==> src/rtl/fir_output_quantizer.sv <==
// rtl/fir_output_quantizer.sv - round, shift and saturate FIR accumulator sums onto an output stream
// Two-stage pipeline with a single global advance; sat_count tracks clipped output beats.
module fir_output_quantizer #(
  parameter int IN_W  = 37,
  parameter int OUT_W = 16,
  parameter int SHIFT = 15,
  parameter int ROUND = 1
) (
  input  logic             aclk,
  input  logic             aresetn,
  input  logic [IN_W-1:0]  s_axis_tdata,
  input  logic             s_axis_tlast,
  input  logic             s_axis_tvalid,
  output logic             s_axis_tready,
  output logic [OUT_W-1:0] m_axis_tdata,
  output logic             m_axis_tlast,
  output logic             m_axis_tvalid,
  input  logic             m_axis_tready,
  input  logic             sat_clr,
  output logic [15:0]      sat_count
);

  localparam logic signed [IN_W:0] RND_ADD =
    (ROUND != 0) ? ({{IN_W{1'b0}}, 1'b1} << (SHIFT - 1)) : '0;
  localparam logic signed [IN_W:0] MAX_V = {{(IN_W - OUT_W + 2){1'b0}}, {(OUT_W - 1){1'b1}}};
  localparam logic signed [IN_W:0] MIN_V = {{(IN_W - OUT_W + 2){1'b1}}, {(OUT_W - 1){1'b0}}};
  localparam logic [15:0] CNT_MAX = 16'hFFFF;

  logic                    adv;
  logic signed [IN_W:0]    sum_ext;
  logic                    v1;
  logic                    l1;
  logic signed [IN_W:0]    r1;
  logic                    sat_hi;
  logic                    sat_lo;
  logic [OUT_W-1:0]        sat_val;

  assign adv           = !m_axis_tvalid || m_axis_tready;
  assign s_axis_tready = adv;

  // One guard bit so the rounding add on the largest positive sum cannot wrap.
  assign sum_ext = $signed({s_axis_tdata[IN_W-1], s_axis_tdata}) + RND_ADD;

  assign sat_hi = (r1 > MAX_V);
  assign sat_lo = (r1 < MIN_V);

  always_comb begin
    sat_val = r1[OUT_W-1:0];
    if (sat_hi) begin
      sat_val = {1'b0, {(OUT_W - 1){1'b1}}};
    end else if (sat_lo) begin
      sat_val = {1'b1, {(OUT_W - 1){1'b0}}};
    end
  end

  always_ff @(posedge aclk) begin
    if (!aresetn) begin
      v1            <= 1'b0;
      l1            <= 1'b0;
      r1            <= '0;
      m_axis_tvalid <= 1'b0;
      m_axis_tlast  <= 1'b0;
      m_axis_tdata  <= '0;
    end else if (adv) begin
      v1            <= s_axis_tvalid;
      l1            <= s_axis_tvalid && s_axis_tlast;
      r1            <= sum_ext >>> SHIFT;
      m_axis_tvalid <= v1;
      m_axis_tlast  <= l1;
      m_axis_tdata  <= sat_val;
    end
  end

  always_ff @(posedge aclk) begin
    if (!aresetn) begin
      sat_count <= '0;
    end else if (sat_clr) begin
      sat_count <= '0;
    end else if (adv && v1 && (sat_hi || sat_lo) && (sat_count != CNT_MAX)) begin
      sat_count <= sat_count + 16'd1;
    end
  end

endmodule

==> config.mk <==
export PLATFORM = sky130hd
export DESIGN_NAME = fir_output_quantizer
export DESIGN_NICKNAME = d
export VERILOG_FILES = /design/src/rtl/fir_output_quantizer.sv
export SDC_FILE = /design/constraint.sdc
export NUM_CORES = 1
export LEC_CHECK = 0
export BUFFER_PORTS_ARGS = -buffer_cell sky130_fd_sc_hd__clkbuf_2
export CORE_ASPECT_RATIO = 2
export CORE_MARGIN = 2
export CORE_UTILIZATION = 49
export CTS_BUF_LIST = sky130_fd_sc_hd__clkbuf_8
export CTS_CLUSTER_SIZE = 40
export DETAILED_ROUTE_END_ITERATION = 10
export GPL_ROUTABILITY_DRIVEN = 0
export PLACE_DENSITY = 0.86
export SYNTH_ARGS = -nofsm -noshare
export SYNTH_HDL_FRONTEND = slang
export SYNTH_SLANG_ARGS = --single-unit
==> constraint.sdc <==
create_clock -name aclk -period 1.9 [get_ports aclk]
set_input_delay 0.285 -clock aclk [delete_from_list [all_inputs] [get_ports aclk]]
set_output_delay 0.285 -clock aclk [all_outputs]
set_load 0.01 [all_outputs]
==> results by group <==
Logic synthesis
  • Main combinational cell family by area after synthesis: simple AND/OR/NAND/NOR gates
  • Synth Register Bits: 59
  • Synth Area in Adders: 0.907%
  • Synth Area in Simple Gates: 26.5%
  • EDFF count, synth: 0
  • Top cell type's share of synthesized area: 42.8%
  • Cell Area, Synth: 0.00276 mm^2
  • Async S/R FF share, synth: 0%
  • Syn Nets: 385
  • Ys flop type: dfxtp_1
  • Dominant cell type by area after synthesis: dfxtp_1
  • Syn Inst Count: 340
  • Synth Area in Compound Gates: 20.0%
  • Sequential fraction of the synthesis area: 42.8%
  • Mux share of post-synthesis cell area: 0%
  • Synth Warn #: 0
  • Post-synthesis cell type count: 35
  • Ranking of synthesized cells by area: dfxtp_1 (43%), a21oi_1 (9.1%), o21ai_0 (6.5%)
  • Post-synthesis average cell area: 8.11 um^2
  • XOR/XNOR share of the synthesized area: 6.67%

Power and ir drop
  • Switching Share: 24.1%
  • Peak supply drop: 0.000692 V
  • NetSw: 715 uW
  • Share of power burned in registers: 45.7%
  • Static Leak: 0.00143 uW
  • Power density cells: 839 mW/mm^2
  • Clock group share of total power: 43.4%
  • Logic pwr share: 10.9%
  • P_int: 2250 uW

Worst setup path
  • Crit path cell chain: and4_4, nand3_2, or4_4, or4_1, a21oi_2
  • CP endpoint kind: flop
  • Max FO, Critical Path: 4
  • Buf/Inv on CP: 0
  • Crit path largest cell delay: 550 ps
  • Cell at the slowest stage of the critical path: or4_4
  • Startpoint Class: flop
  • Crit path from: sat_count[5]
  • CP arrival: 2120 ps
  • Launch point of the worst reg-to-reg path: sat_count[5]
  • Kind of critical path: reg -> reg
  • CP delay by family, top: simple AND/OR/NAND/NOR gates
  • Worst EP required: 2170 ps

Placed design
  • Post-DP HPWL: 5.09 mm
  • Placed insts: 461
  • Port bufs: 63

Final layout
  • Layout cell share with drive strength beyond 1: 29.3%
  • Antenna cells: 0
  • Nets: 463
  • Area grow syn2layout: 28.2%
  • Sequential cell area: 0.00119 mm^2
  • Multi-input logic area: 0.00152 mm^2
  • # fillers: 495
  • Non-filler cells, final: 483

Die
  • Rows: 38
  • Core area: 0.00542 mm^2
  • I/O pin total: 78
  • Die width: 57.0 um
  • Die area: 0.00628 mm^2
  • Initial cell density of the core: 50.9%
  • Die height: 110 um

Global route
  • Largest net degree at the start of global routing: 47
  • GRT Total Usage: 22.6%
  • Number of global-route vias before repair: 2504
  • Grt ovf: 0
  • Initial antenna violation count: 0
  • Global-route wire length before repair: 10.9 mm

Timing
  • Final hold viol count: 0
  • Final Max Tran Viols: 0
  • TNS Setup: 0 ps
  • Max Clk Rate: 542 MHz
  • Final period util: 97.0%
  • Worst slew pin tran: 488 ps
  • Worst hold slack: 188 ps
  • Tmin final: 1840 ps
  • Setup violators final: 0
  • RSZ-0062 raised after global routing: false
  • Clk_skew: 9.19 ps
  • Slew HR: 67.4%

Clock network
  • Hold_buf cts: 0
  • Clk buf depth: 2
  • Clock sink total: 59
  • Num CTS Buffers: 9
  • CTS tree: done
  • Clk Latency, worst-skew pair: 340 ps
  • CTS Root Cell: clkbuf_8
  • # H-tree levels: 3
  • Worst-path clk slew: 70 ps

Drt
  • Post-Route WL: 7.03 mm
  • Vias per cell: 5.82
  • 1st-iter DRT viols: 133
  • TritonRoute pass-1 iters: 4
  • Antenna Nets Post-Route: 0
  • Wire per inst: 14.6 um
  • Drt drc: 0
  • Via count: 2812

Hold path
  • Worst hold start: s_axis_tvalid
  • Hold Crit Class: in -> reg

Flow run
  • Max-cap violation count: 0

Status
  • Status: completed
synth_stat cells (2+ instances only):
| cell | count |
|---|---|
| a211oi_1 | 6 |
| a21oi_1 | 50 |
| and2_1 | 3 |
| and3_1 | 4 |
| and3_2 | 3 |
| and4_1 | 10 |
| buf_1 | 2 |
| clkbuf_1 | 17 |
| dfxtp_1 | 59 |
| ha_1 | 2 |
| inv_1 | 2 |
| nand2_1 | 29 |
| nand3_1 | 15 |
| nand4_1 | 12 |
| nor2_1 | 28 |
| nor3_1 | 3 |
| nor4_1 | 2 |
| o211ai_1 | 3 |
| o21ai_0 | 36 |
| o31ai_1 | 6 |
| or3_1 | 7 |
| or4_1 | 9 |
| xnor2_1 | 6 |
| xor2_1 | 15 |
per-layer routing:
layer / up-vias / track usage [%] / share of wire (%)
li1: 1400 / - / -
met1: 1302 / 21.4 / 36
met2: 91 / 42.4 / 56
met3: 19 / 4.90 / 4.6
met4: 0 / 14.8 / 3.2
met5: - / 0 / 0
registers in the layout, indices dropped and copies added (netlist names):
register,flops
l1,1
m_axis_tvalid,1
sat_count,16
v1,1
m_axis_tlast,1
r1,23
m_axis_tdata,16
final timing paths:
path	endpoint	slack (ps)	cells after the start
setup / recovery	sat_count[15]	60	5
hold reg to reg	m_axis_tlast	460	2
setup reg to reg	sat_count[15]	60	5
hold / removal	v1	190	3
stage by stage:
stage | util [%] | instance area, um^2 | total power (uW) | setup WS, ps
6_report | 65.2 | 3530 | 2970 | 56.1
5_1_grt | 65.2 | 3530 | 3100 | 0.645
4_1_cts | 63.4 | 3440 | 2970 | 9.09
3_5_place_dp | 59.2 | 3210 | 1680 | -4.08
3_3_place_gp | 59.2 | 3210 | 1670 | 54.0
2_1_floorplan | - | 2760 | 1550 | 16.2
power by group through the flow:
| stage | clock network (uW) | logic (uW) | registers (uW) |
|---|---|---|---|
| 2_1_floorplan | 0 | 162 | 1390 |
| 3_3_place_gp | 0 | 296 | 1380 |
| 3_5_place_dp | 0 | 303 | 1380 |
| 4_1_cts | 1310 | 305 | 1350 |
| 5_1_grt | 1370 | 362 | 1360 |
| 6_report | 1290 | 323 | 1360 |
cells by family after synthesis:
logic type	Yosys count
simple gates	134
compound gates	102
flops	59
buf+inv	22
xor+xnor	21
fa+ha+maj	2
cell usage in the layout (no fill, tap or decap), types with 2 or more instances in the layout:
| cell | n |
|---|---|
| nor4_1 | 2 |
| buf_4 | 20 |
| o21ai_0 | 36 |
| inv_1 | 3 |
| o211ai_1 | 3 |
| and2_1 | 3 |
| and3_2 | 2 |
| or4_4 | 2 |
| nand3_2 | 2 |
| clkbuf_2 | 63 |
| and4_1 | 9 |
| clkbuf_8 | 11 |
| xor2_1 | 15 |
| or4_1 | 8 |
| a21oi_1 | 47 |
| nand4_1 | 12 |
| nand2_1 | 29 |
| bufinv_16 | 2 |
| or3_1 | 7 |
| xnor2_1 | 6 |
| o31ai_1 | 6 |
| nor2_1 | 28 |
| dfxtp_1 | 53 |
| nand3_1 | 14 |
| dfxtp_2 | 6 |
| a21oi_2 | 3 |
| nor3_1 | 3 |
| buf_6 | 2 |
| a211oi_1 | 6 |
| and3_1 | 4 |
what timing repair did:
action                     4_1_cts  5_1_grt
gates cloned                     0        1
pin swaps                        0        5
setup buffers                    0        5
gates resized for setup          1       14
setup endpoints to repair        1        3
tightest hold or removal path: cells and delay by family:
| family | cells | cell delay [ps] |
|---|---|---|
| compound gates | 1 | 50 |
| simple gates | 1 | 50 |
| buf+inv | 1 | 90 |
area by class of cell:
type                       instances  area share [%]
multi-input combinational        259            43.1
clock inverter                     5            2.16
tap                               60            2.12
inverter                           2           0.212
timing repair buffer              87            14.5
clock buffer                      11            4.28
sequential                        59            33.6
Power figures use the tool's default switching activity.
